--- src/rtl/mipi_phy_ctrl.sv ---
// Bring-up and supervision controller for one MIPI D-PHY receive lane.
// Optional feature macro: MIPI_PHY_CTRL_POL_AUTO_EN (automatic lane polarity flip after repeated sync failures).
module mipi_phy_ctrl #(
    parameter int RST_CYCLES   = 16,
    parameter int LOCK_TIMEOUT = 65535,
    parameter int LOCK_TRIES   = 3,
    parameter int SYNC_TRIES   = 4
) (
    input  logic       clk,
    input  logic       resetb,
    input  logic       enable,
    input  logic [7:0] cfg_tx_period,
    input  logic       cfg_polarity,
    input  logic       phy_locked,
    input  logic       phy_we,
    input  logic       lp_p,
    input  logic       lp_n,
    output logic       mmcm_reset,
    output logic       phy_resetb,
    output logic       md_polarity,
    output logic [7:0] mipi_tx_period,
    output logic       link_up,
    output logic       err_lock,
    output logic [7:0] retrain_count,
    output logic [2:0] state
);

    localparam logic [2:0] ST_IDLE      = 3'd0;
    localparam logic [2:0] ST_MMCM_RST  = 3'd1;
    localparam logic [2:0] ST_WAIT_LOCK = 3'd2;
    localparam logic [2:0] ST_PHY_RST   = 3'd3;
    localparam logic [2:0] ST_WAIT_HS   = 3'd4;
    localparam logic [2:0] ST_WAIT_SYNC = 3'd5;
    localparam logic [2:0] ST_LINKED    = 3'd6;
    localparam logic [2:0] ST_ERROR     = 3'd7;

    localparam logic [15:0] RST_LAST     = 16'(RST_CYCLES - 1);
    localparam logic [15:0] TIMEOUT_LAST = 16'(LOCK_TIMEOUT);
    localparam logic [7:0]  LOCK_TRIES_C = 8'(LOCK_TRIES);
    localparam logic [7:0]  SYNC_TRIES_C = 8'(SYNC_TRIES);

    logic [1:0]  locked_sync_r;
    logic [1:0]  we_sync_r;
    logic [1:0]  lpp_sync_r;
    logic [1:0]  lpn_sync_r;
    logic        locked_s;
    logic        we_s;
    logic        lpp_s;
    logic        lpn_s;

    logic [2:0]  state_r;
    logic [2:0]  state_nxt;
    logic [15:0] cnt_r;
    logic [15:0] cnt_nxt;
    logic [7:0]  attempts_r;
    logic [7:0]  attempts_nxt;
    logic [7:0]  fail_r;
    logic [7:0]  fail_nxt;
    logic [7:0]  retrain_r;
    logic [7:0]  retrain_nxt;
`ifdef MIPI_PHY_CTRL_POL_AUTO_EN
    logic        pol_flip;
`endif

    function automatic logic [7:0] sat_inc8(input logic [7:0] v);
        logic [7:0] r;
        if (v == 8'hFF) begin
            r = v;
        end else begin
            r = v + 8'd1;
        end
        return r;
    endfunction

    // MMCM is held in reset while idle, during its reset pulse and in ERROR.
    function automatic logic mmcm_rst_for(input logic [2:0] st);
        logic r;
        case (st)
            ST_IDLE, ST_MMCM_RST, ST_ERROR: r = 1'b1;
            default:                        r = 1'b0;
        endcase
        return r;
    endfunction

    // Deserializer runs only once its own reset pulse has completed.
    function automatic logic phy_run_for(input logic [2:0] st);
        logic r;
        case (st)
            ST_WAIT_HS, ST_WAIT_SYNC, ST_LINKED: r = 1'b1;
            default:                             r = 1'b0;
        endcase
        return r;
    endfunction

    assign locked_s      = locked_sync_r[1];
    assign we_s          = we_sync_r[1];
    assign lpp_s         = lpp_sync_r[1];
    assign lpn_s         = lpn_sync_r[1];
    assign state         = state_r;
    assign retrain_count = retrain_r;

    // Two-flop synchronizers for the asynchronous PHY-side inputs.
    always_ff @(posedge clk or negedge resetb) begin
        if (!resetb) begin
            locked_sync_r <= 2'b00;
            we_sync_r     <= 2'b00;
            lpp_sync_r    <= 2'b00;
            lpn_sync_r    <= 2'b00;
        end else begin
            locked_sync_r <= {locked_sync_r[0], phy_locked};
            we_sync_r     <= {we_sync_r[0], phy_we};
            lpp_sync_r    <= {lpp_sync_r[0], lp_p};
            lpn_sync_r    <= {lpn_sync_r[0], lp_n};
        end
    end

    // Next-state, counters and retry bookkeeping.
    always_comb begin
        state_nxt    = state_r;
        cnt_nxt      = cnt_r;
        attempts_nxt = attempts_r;
        fail_nxt     = fail_r;
        retrain_nxt  = retrain_r;
`ifdef MIPI_PHY_CTRL_POL_AUTO_EN
        pol_flip     = 1'b0;
`endif
        if (!enable) begin
            state_nxt    = ST_IDLE;
            cnt_nxt      = 16'd0;
            attempts_nxt = 8'd0;
            fail_nxt     = 8'd0;
        end else begin
            case (state_r)
                ST_IDLE: begin
                    state_nxt    = ST_MMCM_RST;
                    cnt_nxt      = 16'd0;
                    attempts_nxt = 8'd0;
                    fail_nxt     = 8'd0;
                end
                ST_MMCM_RST: begin
                    if (cnt_r == RST_LAST) begin
                        state_nxt = ST_WAIT_LOCK;
                        cnt_nxt   = 16'd0;
                    end else begin
                        cnt_nxt = cnt_r + 16'd1;
                    end
                end
                ST_WAIT_LOCK: begin
                    if (locked_s) begin
                        state_nxt = ST_PHY_RST;
                        cnt_nxt   = 16'd0;
                    end else if (cnt_r == TIMEOUT_LAST) begin
                        attempts_nxt = attempts_r + 8'd1;
                        cnt_nxt      = 16'd0;
                        if (attempts_nxt == LOCK_TRIES_C) begin
                            state_nxt = ST_ERROR;
                        end else begin
                            state_nxt = ST_MMCM_RST;
                        end
                    end else begin
                        cnt_nxt = cnt_r + 16'd1;
                    end
                end
                ST_PHY_RST: begin
                    if (!locked_s) begin
                        state_nxt = ST_MMCM_RST;
                        cnt_nxt   = 16'd0;
                    end else if (cnt_r == RST_LAST) begin
                        state_nxt = ST_WAIT_HS;
                        cnt_nxt   = 16'd0;
                    end else begin
                        cnt_nxt = cnt_r + 16'd1;
                    end
                end
                ST_WAIT_HS: begin
                    if (!locked_s) begin
                        state_nxt = ST_MMCM_RST;
                        cnt_nxt   = 16'd0;
                    end else if (!lpp_s && !lpn_s) begin
                        state_nxt = ST_WAIT_SYNC;
                    end else begin
                        state_nxt = ST_WAIT_HS;
                    end
                end
                ST_WAIT_SYNC: begin
                    // A write strobe wins over an LP line returning high in the same cycle.
                    if (!locked_s) begin
                        state_nxt = ST_MMCM_RST;
                        cnt_nxt   = 16'd0;
                    end else if (we_s) begin
                        state_nxt = ST_LINKED;
                        fail_nxt  = 8'd0;
                    end else if (lpp_s || lpn_s) begin
                        if ((fail_r + 8'd1) == SYNC_TRIES_C) begin
                            fail_nxt    = 8'd0;
                            retrain_nxt = sat_inc8(retrain_r);
                            state_nxt   = ST_PHY_RST;
                            cnt_nxt     = 16'd0;
`ifdef MIPI_PHY_CTRL_POL_AUTO_EN
                            pol_flip    = 1'b1;
`endif
                        end else begin
                            fail_nxt  = fail_r + 8'd1;
                            state_nxt = ST_WAIT_HS;
                        end
                    end else begin
                        state_nxt = ST_WAIT_SYNC;
                    end
                end
                ST_LINKED: begin
                    if (!locked_s) begin
                        state_nxt    = ST_MMCM_RST;
                        cnt_nxt      = 16'd0;
                        retrain_nxt  = sat_inc8(retrain_r);
                        attempts_nxt = 8'd0;
                    end else begin
                        state_nxt = ST_LINKED;
                    end
                end
                ST_ERROR: begin
                    state_nxt = ST_ERROR;
                end
                default: begin
                    state_nxt = ST_IDLE;
                    cnt_nxt   = 16'd0;
                end
            endcase
        end
    end

    // State, counters and Moore outputs registered from the next state so they align with it.
    always_ff @(posedge clk or negedge resetb) begin
        if (!resetb) begin
            state_r        <= ST_IDLE;
            cnt_r          <= 16'd0;
            attempts_r     <= 8'd0;
            fail_r         <= 8'd0;
            retrain_r      <= 8'd0;
            mmcm_reset     <= 1'b1;
            phy_resetb     <= 1'b0;
            link_up        <= 1'b0;
            err_lock       <= 1'b0;
            mipi_tx_period <= 8'd0;
        end else begin
            state_r        <= state_nxt;
            cnt_r          <= cnt_nxt;
            attempts_r     <= attempts_nxt;
            fail_r         <= fail_nxt;
            retrain_r      <= retrain_nxt;
            mmcm_reset     <= mmcm_rst_for(state_nxt);
            phy_resetb     <= phy_run_for(state_nxt);
            link_up        <= (state_nxt == ST_LINKED);
            mipi_tx_period <= cfg_tx_period;
            if (state_nxt == ST_IDLE) begin
                err_lock <= 1'b0;
            end else if (state_nxt == ST_ERROR) begin
                err_lock <= 1'b1;
            end else begin
                err_lock <= err_lock;
            end
        end
    end

`ifdef MIPI_PHY_CTRL_POL_AUTO_EN
    // Polarity is loaded while idle and toggled on each sync-failure retrain.
    always_ff @(posedge clk or negedge resetb) begin
        if (!resetb) begin
            md_polarity <= 1'b0;
        end else if (state_nxt == ST_IDLE) begin
            md_polarity <= cfg_polarity;
        end else if (pol_flip) begin
            md_polarity <= ~md_polarity;
        end else begin
            md_polarity <= md_polarity;
        end
    end
`else
    // Polarity is fixed by configuration in every state.
    always_ff @(posedge clk or negedge resetb) begin
        if (!resetb) begin
            md_polarity <= 1'b0;
        end else begin
            md_polarity <= cfg_polarity;
        end
    end
`endif

endmodule

--- config.mk ---
export PLATFORM = sky130hd
export DESIGN_NAME = mipi_phy_ctrl
export DESIGN_NICKNAME = d
export VERILOG_FILES = /design/src/rtl/mipi_phy_ctrl.sv
export SDC_FILE = /design/constraint.sdc
export NUM_CORES = 1
export LEC_CHECK = 0
export ABC_AREA = 1
export BUFFER_PORTS_ARGS = -buffer_cell sky130_fd_sc_hd__buf_2
export CORE_MARGIN = 1.5
export CORE_UTILIZATION = 30
export DETAILED_ROUTE_END_ITERATION = 8
export SETUP_SLACK_MARGIN = 0.3
export SLEW_MARGIN = 20
export SYNTH_ARGS = -nofsm -noshare
export SYNTH_HDL_FRONTEND = slang
export SYNTH_SLANG_ARGS = --single-unit
export TNS_END_PERCENT = 1
--- constraint.sdc ---
create_clock -name clk -period 1.85 [get_ports clk]
set_input_delay 0.185 -clock clk [delete_from_list [all_inputs] [get_ports clk]]
set_output_delay 0.185 -clock clk [all_outputs]
set_load 0.05 [all_outputs]
== After elaboration in Yosys (flattened, before gate mapping) ==
Cells that the tools add are included.
Operators by class
  add/subtract/negate cells: 4
  multipliers: 0
  divide/modulo/power cells: 0
  $lt $le $gt $ge: 0
  equality and inequality tests: 34
  shifts and indexed selects: 0
  muxes and demuxes: 48
  bitwise operators: 0
  reduce and logical (&&, ||, !) cells: 15
Operator list (number)
  2-to-1 mux 16 bit: 10
  2-to-1 mux 8 bit: 15
  case mux 16 bit (6 select lines): 1
  2-to-1 mux 3 bit: 13
  case mux 8 bit (2 select lines): 2
  adder 8 x 1 -> 8 bit, second input constant: 3
  equality test 3 bit, second input constant: 8
  case mux 3 bit (8 select lines): 1
  case mux 8 bit (3 select lines): 1
  adder 16 x 1 -> 16 bit, second input constant: 1
  equality test 16 bit, second input constant: 1
  equality test 16 x 4 -> 1 bit, second input constant: 1
  inequality test 4 bit, second input constant: 4
  inequality test 3 bit, second input constant: 5
  inequality test 2 bit, second input constant: 5
  equality test 8 x 2 -> 1 bit, second input constant: 1
  equality test 8 x 3 -> 1 bit, second input constant: 1
  equality test 8 bit, second input constant: 1
  inequality test 7 x 2 -> 1 bit, second input constant: 1
  AND reduction 7 bit: 1
  equality test 3 x 1 -> 1 bit, second input constant: 2
  equality test 3 x 2 -> 1 bit, second input constant: 2
  zero test 3 bit: 2
  OR reduction 3 bit: 2
  other kinds (11): 17
Storage, ports and cells
  bits in registers: 64
  latch bits: 0
  memory bits (writable): 0
  ROM bits: 0
  input port bits: 16
  logic and storage cells: 116
  memories: 0

== Depth between registers and ports, before layout ==
Gate-level depths: netlist of run 1.
  depth after elaboration: 11
  gate-level depth with buffers: 15
  depth with buffers taken out: 15

== Worst setup path before layout of run 1 ==
Ideal clock, no wire load.
  path type: register -> register
  start: reg state_r[0], in the netlist state[0]
  end: reg retrain_r[4], in the netlist retrain_count[4]
  setup time: 0.141 ns
  data arrival time: 1.900 ns
  data required time: 1.709 ns
  path slack: -0.192 ns
  cell stages (with the launch flop): 12
  buffers on the path: 1
  clock period less this slack: 2.042 ns
  cell sequence: dfrtp_1 -> buf_4 -> nand2_1 -> nor2_4 -> inv_2 -> nor2_4 -> a21oi_2 -> nor3_4 -> nand3_4 -> nor2_4 -> nand3_2 -> xnor2_1
Between the ends
  word-level cells in the longest chain between the ends: 3
RTL lines
  start: declaration: line 51  | logic [2:0] state_r;
  start signal: assignment: line 245  | state_r <= state_nxt;
  equality test 3 bit: line 133  | case (state_r)
  inequality test 2 bit (no source line) or nonzero test 2 bit (tied branches)
  AND reduction 7 bit (no source line)
  end signal: assignment: line 249  | retrain_r <= retrain_nxt;
  end: declaration: line 59  | logic [7:0] retrain_r;
Several ways; a longest one is shown, not always the timed one.
A chain may end at the register's enable or synchronous reset.

== Final worst setup path of run 1 ==
  start: reg fail_r[1]
  end: reg cnt_r[7]
Between the ends
  word-level cells in the longest chain between the ends: 4
RTL lines
  start: declaration: line 57  | logic [7:0] fail_r;
  start signal: assignment: line 248  | fail_r <= fail_nxt;
  adder 8 x 1 -> 8 bit: line 194  | if ((fail_r + 8'd1) == SYNC_TRIES_C) begin
  equality test 8 x 3 -> 1 bit: line 194
  inequality test 4 bit (no source line)
  AND reduction 5 bit (no source line)
  end signal: assignment: line 246  | cnt_r <= cnt_nxt;
  end: declaration: line 53  | logic [15:0] cnt_r;
No other way between the ends.

==> results of run 1 <==
-- Yosys cell counts, types with 3 or more instances --
cell type	n
nand2_2	3
o21ai_1	9
nand4_1	17
nor2_1	35
xor2_1	11
dfrtp_1	63
a21oi_2	3
o21ai_0	19
nor3_4	3
inv_1	55
ha_1	5
nor3_1	7
nand2_4	3
xnor2_1	3
nand3_1	28
nand2_1	99
inv_2	7
o22ai_1	8
nor2_4	4
a21oi_1	11
nor2_2	5
-- routing by layer --
metal  track usage, %  routed length, µm  vias to the layer above
met2             26.3               4210                       67
met4             5.86                119                        0
li1                 -                  -                     1589
met1             18.9               3770                     1507
met3             3.00                366                        9
met5                0                  0                        -
-- cell families (layout without fill, tap and decap cells) --
logic type	count (synthesis)	count (layout)	share of synthesized area [%]
buffers and inverters	67	181	8.22
AO/OA/AOI/OAI	58	58	9.84
XOR/XNOR	14	14	3.55
multiplexers	1	1	0.326
adder cells (fa/ha/maj)	5	5	1.81
AND/OR/NAND/NOR	210	210	29.9
flip-flops	64	64	46.4
-- final cells by class --
| cell class | count | area share, % |
|---|---|---|
| Inverter | 63 | 5.08 |
| Multi-Input combinational cell | 288 | 36.1 |
| Sequential cell | 64 | 33.8 |
| Clock buffer | 10 | 5.00 |
| Clock inverter | 6 | 0.916 |
| Timing Repair Buffer | 102 | 15.3 |
| Tap cell | 143 | 3.74 |
-- power breakdown --
| part | internal [mW] | switching (mW) | total [mW] |
|---|---|---|---|
| combinational | 0.0782 | 0.146 | 0.225 |
| sequential | 1.42 | 0.0188 | 1.44 |
| clock | 0.946 | 0.637 | 1.58 |
-- flip-flops by register name, indices dropped and copies added, names as in the netlist, 2 cells and up --
name / count
we_sync_r: 2
locked_sync_r: 2
retrain_count: 8
cnt_r: 16
attempts_r: 8
fail_r: 8
mipi_tx_period: 8
lpp_sync_r: 2
state: 3
lpn_sync_r: 2
-- per-stage QoR --
step | worst slack, ns | utilization, %
after floorplan | -0.00439 | -
after global placement | -0.0128 | 36.7
after detailed placement | -0.109 | 36.7
after CTS | -0.0434 | 40.9
after global routing | -0.205 | 42.2
final | -0.0599 | 42.2
-- worst min-delay path: cells and delay by family --
family,cells,cell delay [ns]
simple gates,1,0.08
compound gates,1,0.06
buf+inv,1,0.17
-- final timing paths --
| check | end | cells after the start |
|---|---|---|
| worst min-delay path | cnt_r[13]$_DFFE_PN0P_ | 3 |
| min in group asynchronous | retrain_count[6]$_DFFE_PN0P_ | 2 |
| worst max-delay path | cnt_r[7]$_DFFE_PN0P_ | 14 |
| worst max register to register | cnt_r[7]$_DFFE_PN0P_ | 14 |
| worst min register to register | we_sync_r[1]$_DFF_PN0_ | 0 |
| max in group asynchronous | cnt_r[1]$_DFFE_PN0P_ | 3 |
-- timing repair --
action | in CTS | in global routing
setup endpoints to repair | 47 | 47
endpoints found under the hold margin | 25 | 0
setup buffers | 0 | 5
hold buffers | 14 | 0
gates resized for setup | 15 | 34
pin swaps | 5 | 17
gates cloned | 0 | 0
==> metrics.cfg, run 1 <==
[global_routing]
grt_usage_pct = 15.3
antenna_found_initial = 0
grt_max_degree = 22
grt_pass1_vias = 3184
overflow = 0
grt_pass1_wl_um = 14400

[floorplanning]
initial_utilization_pct = 30.5
core-area_um2 = 11300
dieHeight_um = 110
ios = 40
die_area_um2 = 12200
row_count = 39
fp.dieW_um = 110

[status]
status = complete, but fails checks
violations = negative setup slack

[sta]
relSlewSlack_pct = 60.6
setup_viol = 8
fin_crit_ns = 1.91
setup_tns_ns = -0.144
rsz0062_at_grt = yes
setup_ws_ns = -0.0599
fin_crit_sh_pct = 103
maxSlewViolCount = 0
tightest_slew_ns = 0.583
hold_viol_final = 0
timing.fmax_mhz = 524
fin_skew_ns = 0.00591
holdWs_ns = 0.216

[critical_path]
path_cells = ha_2 -> nand3_2 -> o21ai_1 -> nand2_2 -> nor2_2 -> nand2_2 -> nand2_4 -> nand3_4 -> nand2_4 -> nand2_4 -> nand2_4 -> inv_2 -> a21oi_1 -> nor2_1
cp-startpoint = fail_r[1]$_DFFE_PN0P_
cp-end-kind = register
r2r_start = fail_r[1]$_DFFE_PN0P_
r2r_slack_ns = -0.06
crit_path_frequent_cell = nand2_4
crit_path_max_fanout = 7
worstSetupPathType = reg2reg
cp.required_ns = 2.06
cpPeakStageDelay_ns = 0.39
crit_path_start_kind = register
critPathSlowestCell = dfrtp_1
worst-path-buf-inv = 1
critPathTopFamily = simple AND/OR/NAND/NOR gates
cp.arrival_ns = 2.12

[clock_network]
cts.clk_slew.worst_paths_ns = 0.06
h-tree-depth = 3
worstSkewPairLatency_ns = 0.33
numCtsBuffers = 9
cts_sinks = 64
cts_tree = yes
cts_buffer_depth = 2
root_buffer = clkbuf_16

[drt]
wirelength_um = 8460
drtIter0Drc = 149
viasPerCell = 4.69
drc_errors = 0
wl_per_cell_um = 12.5
dr_total_vias = 3172
ant_nets = 0
first_pass_iters = 4

[pwr]
p_leak_nw = 2.18
peakVddDrop_mv = 0.411
cellPowerDensity_nw_per_um2 = 680
p_total_mw = 3.25

[finish]
final_area_um2 = 4780
final_common_cell = nand2_1
multiInputGateArea_um2 = 1730
stdcell_count = 676
syn_to_final_growth_pct = 38.3
nNetsFinal = 549
antenna_cells = 0
fill_cells = 1139
drive_above_1_share_pct = 33.4
regArea_um2 = 1620
mostFrequentLayoutCells = nand2_1 (94), inv_1 (55), dfrtp_1 (51)

[yosys]
syn-cell-area_um2 = 3460
synth_nets = 440
ys_ff_latch = 64
synthArstFlopShare_pct = 100
ys.flop_type = dfrtp_1
ys_warn_count = 0
synth_top_area_share_pct = 45.6
synth.largest_area_cell = dfrtp_1
synth_edf_count = 0
netlist_instances = 419
ys_types = 39
ys_seq_area_share_pct = 46.4
synth_area_leaders = dfrtp_1 (46%), nand2_1 (11%), inv_1 (6.0%)
synth_area_per_cell_um2 = 8.25

[flow_run]
cap_violations = 0

[placement]
portBuffers = 39
place.gp.congestion = 0.830
hpwl_um = 6240
placed_cells = 641
place_area_um2 = 4150

[hold_path]
min_from = enable
hold_path.class = in2reg

(Power assumes the default switching activity.)
==> inputs of run 2 (changes only) <==
- clock period: 1.85 -> 1.6 ns (I/O delays scaled with it)
==> run 2 against run 1 <==
  * The run still ends with negative setup slack left
  * Critical path type unchanged
  * Clock power up 17%
  * Flip-flop and latch count unchanged
  * Critical path depth did not move
  * Highest routed layer unchanged
==> metrics.cfg, run 2 (synthesized netlist as in run 1, its figures left out) <==
[clock_network]
cts_sinks = 64  ; unchanged
cts_tree = yes  ; unchanged
cts_buffer_depth = 2  ; unchanged
cts.clk_slew.worst_paths_ns = 0.06  ; about the same
h-tree-depth = 3  ; unchanged
worstSkewPairLatency_ns = 0.33  ; about the same
numCtsBuffers = 9  ; unchanged
root_buffer = clkbuf_16  ; unchanged

[status]
status = complete, but fails checks  ; unchanged
violations = negative setup slack  ; unchanged

[critical_path]
crit_path_max_fanout = 5  ; was 7
crit_path_start_kind = register  ; unchanged
r2r_slack_ns = -0.30  ; was -0.06 ns
worstSetupPathType = reg2reg  ; unchanged
worstRegToRegCells = 14  ; unchanged
cp.required_ns = 1.87  ; was 2.06 ns
r2r_start = fail_r[1]$_DFFE_PN0P_  ; unchanged
reg2reg_to = cnt_r[7]$_DFFE_PN0P_  ; unchanged
cp-startpoint = fail_r[1]$_DFFE_PN0P_  ; unchanged
cp-end-kind = register  ; unchanged
cp.arrival_ns = 2.17  ; was 2.12 ns

[sta]
relSlewSlack_pct = 76.9  ; was 60.6%
setup_viol = 42  ; was 8
holdWs_ns = 0.252  ; was 0.216 ns
setup_ws_ns = -0.299  ; was -0.0599 ns
fin_crit_sh_pct = 119  ; was 103%
tightest_slew_ns = 0.341  ; was 0.583 ns
fin_skew_ns = 0.00663  ; was 0.00591 ns
fin_crit_ns = 1.90  ; was 1.91 ns
rsz0062_at_grt = yes  ; unchanged
timing.fmax_mhz = 527  ; was 524 MHz
maxSlewViolCount = 0  ; unchanged
hold_viol_final = 0  ; unchanged

[global_routing]
grt_pass1_vias = 3469  ; was 3184
grt_max_degree = 20  ; was 22
antenna_found_initial = 0  ; unchanged
overflow = 0  ; unchanged
grt_usage_pct = 16.3  ; was 15.3%
grt_pass1_wl_um = 15400  ; was 14400 µm

[drt]
first_pass_iters = 4  ; unchanged
dr_total_vias = 3420  ; was 3172
drc_errors = 0  ; unchanged
drtIter0Drc = 124  ; was 149
wirelength_um = 9200  ; was 8460 µm
viasPerCell = 4.69  ; about the same
wl_per_cell_um = 12.6  ; was 12.5 µm
ant_nets = 0  ; unchanged

[pwr]
cellPowerDensity_nw_per_um2 = 724  ; was 680 nW/µm²
p_leak_nw = 2.41  ; was 2.18 nW
peakVddDrop_mv = 0.679  ; was 0.411 mV

[floorplanning]
ios = 40  ; unchanged
die_area_um2 = 12200  ; unchanged
dieHeight_um = 110  ; unchanged
core-area_um2 = 11300  ; unchanged
initial_utilization_pct = 30.5  ; unchanged
row_count = 39  ; unchanged
fp.dieW_um = 110  ; unchanged

[finish]
multiInputGateArea_um2 = 1800  ; was 1730 µm²
syn_to_final_growth_pct = 53.1  ; was 38.3%
top_register = cnt_r  ; unchanged
mostFrequentLayoutCells = buf_4 (95), nand2_1 (92), dfrtp_1 (55)  ; was nand2_1 (94), inv_1 (55), dfrtp_1 (51)
nNetsFinal = 602  ; was 549
regArea_um2 = 1610  ; was 1620 µm²
stdcell_count = 729  ; was 676
final_common_cell = buf_4  ; was nand2_1
fill_cells = 1083  ; was 1139
largest_reg_flops = 16  ; unchanged
antenna_cells = 0  ; unchanged
drive_above_1_share_pct = 42.5  ; was 33.4%

[placement]
placed_cells = 695  ; was 641
place.gp.congestion = 0.853  ; was 0.830
portBuffers = 39  ; unchanged
hpwl_um = 6690  ; was 6240 µm

[hold_path]
hold_path.class = in2async  ; was in2reg

[flow_run]
cap_violations = 0  ; unchanged

## run 2: changes by cell type in the layout (fill, tap and decap cells not counted), sizes merged
cell / delta
buf: +52
clkbuf: +1
clkinv: -3
clkinvlp: +1
inv: +2
## run 2: area by class of cell
cell class | count | area share [%]
Clock buffer | 10 | 4.52
Clock inverter | 6 | 0.804
Timing Repair Buffer | 155 | 22.1
Sequential cell | 64 | 30.5
Multi-Input combinational cell | 288 | 34.1
Tap cell | 143 | 3.38
Inverter | 63 | 4.63
## run 2: report_power, final
part	switching (mW)	total (mW)	internal [mW]	leakage, nW
clock network	0.756	1.85	1.09	0.135
logic	0.190	0.319	0.129	1.45
registers	0.0150	1.66	1.65	0.826
total	0.961	3.83	2.87	2.41
## run 2: worst max path at each step
stage | slack (ns) | end | cells after the start
6_report | -0.30 | cnt_r[7]$_DFFE_PN0P_ | 14
5_1_grt | -0.41 | cnt_r[2]$_DFFE_PN0P_ | 15
4_1_cts | -0.27 | cnt_r[7]$_DFFE_PN0P_ | 14
3_5_place_dp | -0.38 | cnt_r[13]$_DFFE_PN0P_ | 11
3_3_place_gp | -0.37 | cnt_r[13]$_DFFE_PN0P_ | 11
2_1_floorplan | -0.25 | retrain_count[4]$_DFFE_PN0P_ | 11
## run 2: metrics by stage
step	setup slack [ns]	utilization (%)	cell area, µm²	setup TNS (ns)	power (mW)
4_1_cts	-0.270	45.3	5130	-6.79	3.87
3_5_place_dp	-0.377	40.5	4580	-9.18	1.97
2_1_floorplan	-0.254	-	3470	-7.38	1.81
5_1_grt	-0.410	46.7	5290	-11.81	3.97
6_report	-0.299	46.7	5290	-7.29	3.83
3_3_place_gp	-0.370	40.5	4580	-7.00	1.96
## run 2: repair_timing
action,in CTS,in global routing
pin swaps,13,13
endpoints found under the setup margin,48,49
setup buffers,3,1
endpoints found under the hold margin,38,0
hold buffers,14,0
resized for setup,31,45
## run 2: worst max-delay path: stages (launching register included)
cell and delay (ns):
dfrtp_1 0.42, buf_4 0.14, nand3_2 0.09, o21bai_1 0.15
nand2_1 0.11, nor2_2 0.15, nand2_2 0.09, nand2_4 0.09
nand3_4 0.07, nand2_4 0.08, nand2_4 0.06, nand2_8 0.09
buf_4 0.13, a21oi_1 0.06, nor2_1 0.09
## run 2: metal layers
| layer | global-route usage [%] | up-vias | routed length [µm] |
|---|---|---|---|
| li1 | - | 1689 | - |
| met1 | 19.7 | 1656 | 3960 |
| met2 | 28.7 | 64 | 4780 |
| met3 | 3.70 | 11 | 344 |
| met4 | 5.68 | 0 | 109 |
| met5 | 0 | - | 0 |
==> inputs of run 3 (changes only) <==
- CELL_PAD_IN_SITES_DETAIL_PLACEMENT: default -> 0
- CELL_PAD_IN_SITES_GLOBAL_PLACEMENT: default -> 1
- CORE_MARGIN: 1.5 -> default
- GPL_ROUTABILITY_DRIVEN: default -> 0
- PLACE_DENSITY_LB_ADDON: default -> 0.1
==> run 3 against run 2 <==
  * The flow still finishes with violations (negative setup slack)
  * Non-clock buffer count down 8
  * Sequential power barely moved
  * Worst setup slack improved by 0.072 ns
  * Via count shrank 3.4%
  * Critical path type unchanged
  * Largest cell class unchanged
==> metrics.cfg, run 3 (synthesized netlist as in run 1, its figures left out) <==
[pwr]
p_switching_uw = 950  ; was 961 µW
p_total_mw = 4.24  ; was 3.83 mW
seqPwrFrac_pct = 39.2  ; was 43.4%
cellPowerDensity_nw_per_um2 = 813  ; was 724 nW/µm²
power_switching_share_pct = 22.4  ; was 25.1%
p_leak_nw = 2.39  ; was 2.41 nW
peakVddDrop_mv = 0.794  ; was 0.679 mV
pwr-share-clk_pct = 53.5  ; was 48.3%
power.share.combinational_pct = 7.3  ; was 8.3%
internal_power_mw = 3.29  ; was 2.87 mW

[clock_network]
worstSkewPairLatency_ns = 0.33  ; about the same
cts_sinks = 64  ; unchanged
root_buffer = clkbuf_16  ; unchanged
cts_buffer_depth = 2  ; unchanged
cts_tree = yes  ; unchanged
cts.clk_slew.worst_paths_ns = 0.06  ; about the same
numCtsBuffers = 9  ; unchanged
h-tree-depth = 3  ; unchanged

[critical_path]
cp.arrival_ns = 2.05  ; was 2.17 ns
worstSetupPathType = reg2reg  ; unchanged
crit_path_max_fanout = 4  ; was 5
cp.required_ns = 1.82  ; was 1.87 ns
crit_path_start_kind = register  ; unchanged
cp-end-kind = register  ; unchanged

[sta]
fin_skew_ns = 0.00685  ; was 0.00663 ns
holdWs_ns = 0.303  ; was 0.252 ns
relSlewSlack_pct = 71.4  ; was 76.9%
setup_viol = 43  ; was 42
rsz0062_at_grt = yes  ; unchanged
maxSlewViolCount = 0  ; unchanged
fin_crit_ns = 1.83  ; was 1.90 ns
fin_crit_sh_pct = 114  ; was 119%
tightest_slew_ns = 0.424  ; was 0.341 ns
setup_ws_ns = -0.227  ; was -0.299 ns
timing.fmax_mhz = 547  ; was 527 MHz
hold_viol_final = 0  ; unchanged

[floorplanning]
fp.dieW_um = 109  ; was 110 µm
die_area_um2 = 12000  ; was 12200 µm²
initial_utilization_pct = 31.3  ; was 30.5%
core-area_um2 = 11000  ; was 11300 µm²
dieHeight_um = 109  ; was 110 µm
ios = 40  ; unchanged
row_count = 38  ; was 39

[placement]
portBuffers = 39  ; unchanged
hpwl_um = 6570  ; was 6690 µm

[global_routing]
met3_usage_pct = 4.15  ; was 3.70%
grt_usage_pct = 16.6  ; was 16.3%
grt_pass1_vias = 3300  ; was 3469
use_met2_pct = 28.7  ; about the same
grt_max_degree = 65  ; was 20
overflow = 0  ; unchanged
grt_pass1_wl_um = 15100  ; was 15400 µm
met1_usage_pct = 20.1  ; was 19.7%
antenna_found_initial = 0  ; unchanged
busiest_layer = met2  ; unchanged

[finish]
mostFrequentLayoutCells = nand2_1 (93), buf_4 (93), dfrtp_1 (55)  ; was buf_4 (95), nand2_1 (92), dfrtp_1 (55)
drive_above_1_share_pct = 39.6  ; was 42.5%
syn_to_final_growth_pct = 50.7  ; was 53.1%
nNetsFinal = 595  ; was 602
antenna_cells = 0  ; unchanged
top_register = cnt_r  ; unchanged
multiInputGateArea_um2 = 1760  ; was 1800 µm²
regArea_um2 = 1610  ; unchanged
largest_reg_flops = 16  ; unchanged
fill_cells = 1083  ; unchanged

[drt]
drc_errors = 0  ; unchanged
wl_per_cell_um = 12.7  ; was 12.6 µm
viasPerCell = 4.60  ; was 4.69
drtIter0Drc = 130  ; was 124
wirelength_um = 9120  ; was 9200 µm
ant_nets = 0  ; unchanged
first_pass_iters = 4  ; unchanged
dr_total_vias = 3305  ; was 3420

[flow_run]
cap_violations = 0  ; unchanged

[status]
violations = negative setup slack  ; unchanged
status = complete, but fails checks  ; unchanged

[hold_path]
hold_path.class = in2reg  ; was in2async

## run 3: final timing paths
path	start	endpoint	slack [ns]	cells past startpoint
max in group asynchronous	resetb	mmcm_reset$_DFF_PN1_	0.88	3
min reg2reg	we_sync_r[0]$_DFF_PN0_	we_sync_r[1]$_DFF_PN0_	0.35	0
min in group asynchronous	resetb	attempts_r[2]$_DFFE_PN0P_	0.36	3
max	cnt_r[1]$_DFFE_PN0P_	phy_resetb$_DFF_PN0_	-0.23	12
min	enable	cnt_r[13]$_DFFE_PN0P_	0.30	4
max reg2reg	cnt_r[1]$_DFFE_PN0P_	phy_resetb$_DFF_PN0_	-0.23	12
## run 3: per-stage QoR
step	cells	util, %	instance area, µm²	TNS [ns]	setup WS, ns
final	719	47.2	5210	-6.01	-0.227
after floorplan	419	-	3470	-7.38	-0.254
after global placement	688	40.9	4510	-9.37	-0.331
after global routing	719	47.2	5210	-13.24	-0.407
after detailed placement	688	40.9	4510	-10.92	-0.365
after CTS	718	46.2	5090	-8.02	-0.277
## run 3: power by group through the flow
stage,logic [mW],clock network (mW),registers (mW)
5_1_grt,0.337,2.40,1.66
6_report,0.308,2.27,1.66
3_3_place_gp,0.271,0,1.69
3_5_place_dp,0.271,0,1.69
4_1_cts,0.302,2.32,1.66
2_1_floorplan,0.0771,0,1.74
## run 3: critical path: stages, from the launching register on
cell	delay [ns]
dfrtp_1	0.42
ha_4	0.17
nand2_1	0.09
nor2_2	0.11
nand4_1	0.18
nor2_4	0.18
nand3_1	0.09
nand2_1	0.08
nand2_2	0.07
a31oi_4	0.17
nand2_1	0.07
nand2_1	0.06
inv_1	0.03
## run 3: area by class of cell
cell class | instances | share of cell area [%]
Tap cell | 140 | 3.36
Multi-Input combinational cell | 289 | 33.8
Clock buffer | 9 | 4.32
Sequential cell | 64 | 30.9
Inverter | 63 | 4.73
Timing Repair Buffer | 147 | 20.6
Clock inverter | 7 | 2.30
## run 3: layer usage
| metal | wire [µm] | share of wire [%] |
|---|---|---|
| met1 | 4120 | 45 |
| met4 | 125 | 1.4 |
| met5 | 0 | 0 |
| met2 | 4560 | 50 |
| met3 | 317 | 3.5 |
## run 3: repair_timing
| action | 4_1_cts | 5_1_grt |
|---|---|---|
| endpoints found under the setup margin | 49 | 49 |
| hold buffers | 14 | 0 |
| gates cloned | 0 | 1 |
| setup buffers | 0 | 0 |
| pin swaps | 8 | 8 |
| gates resized for setup | 24 | 36 |
| endpoints found under the hold margin | 76 | 0 |
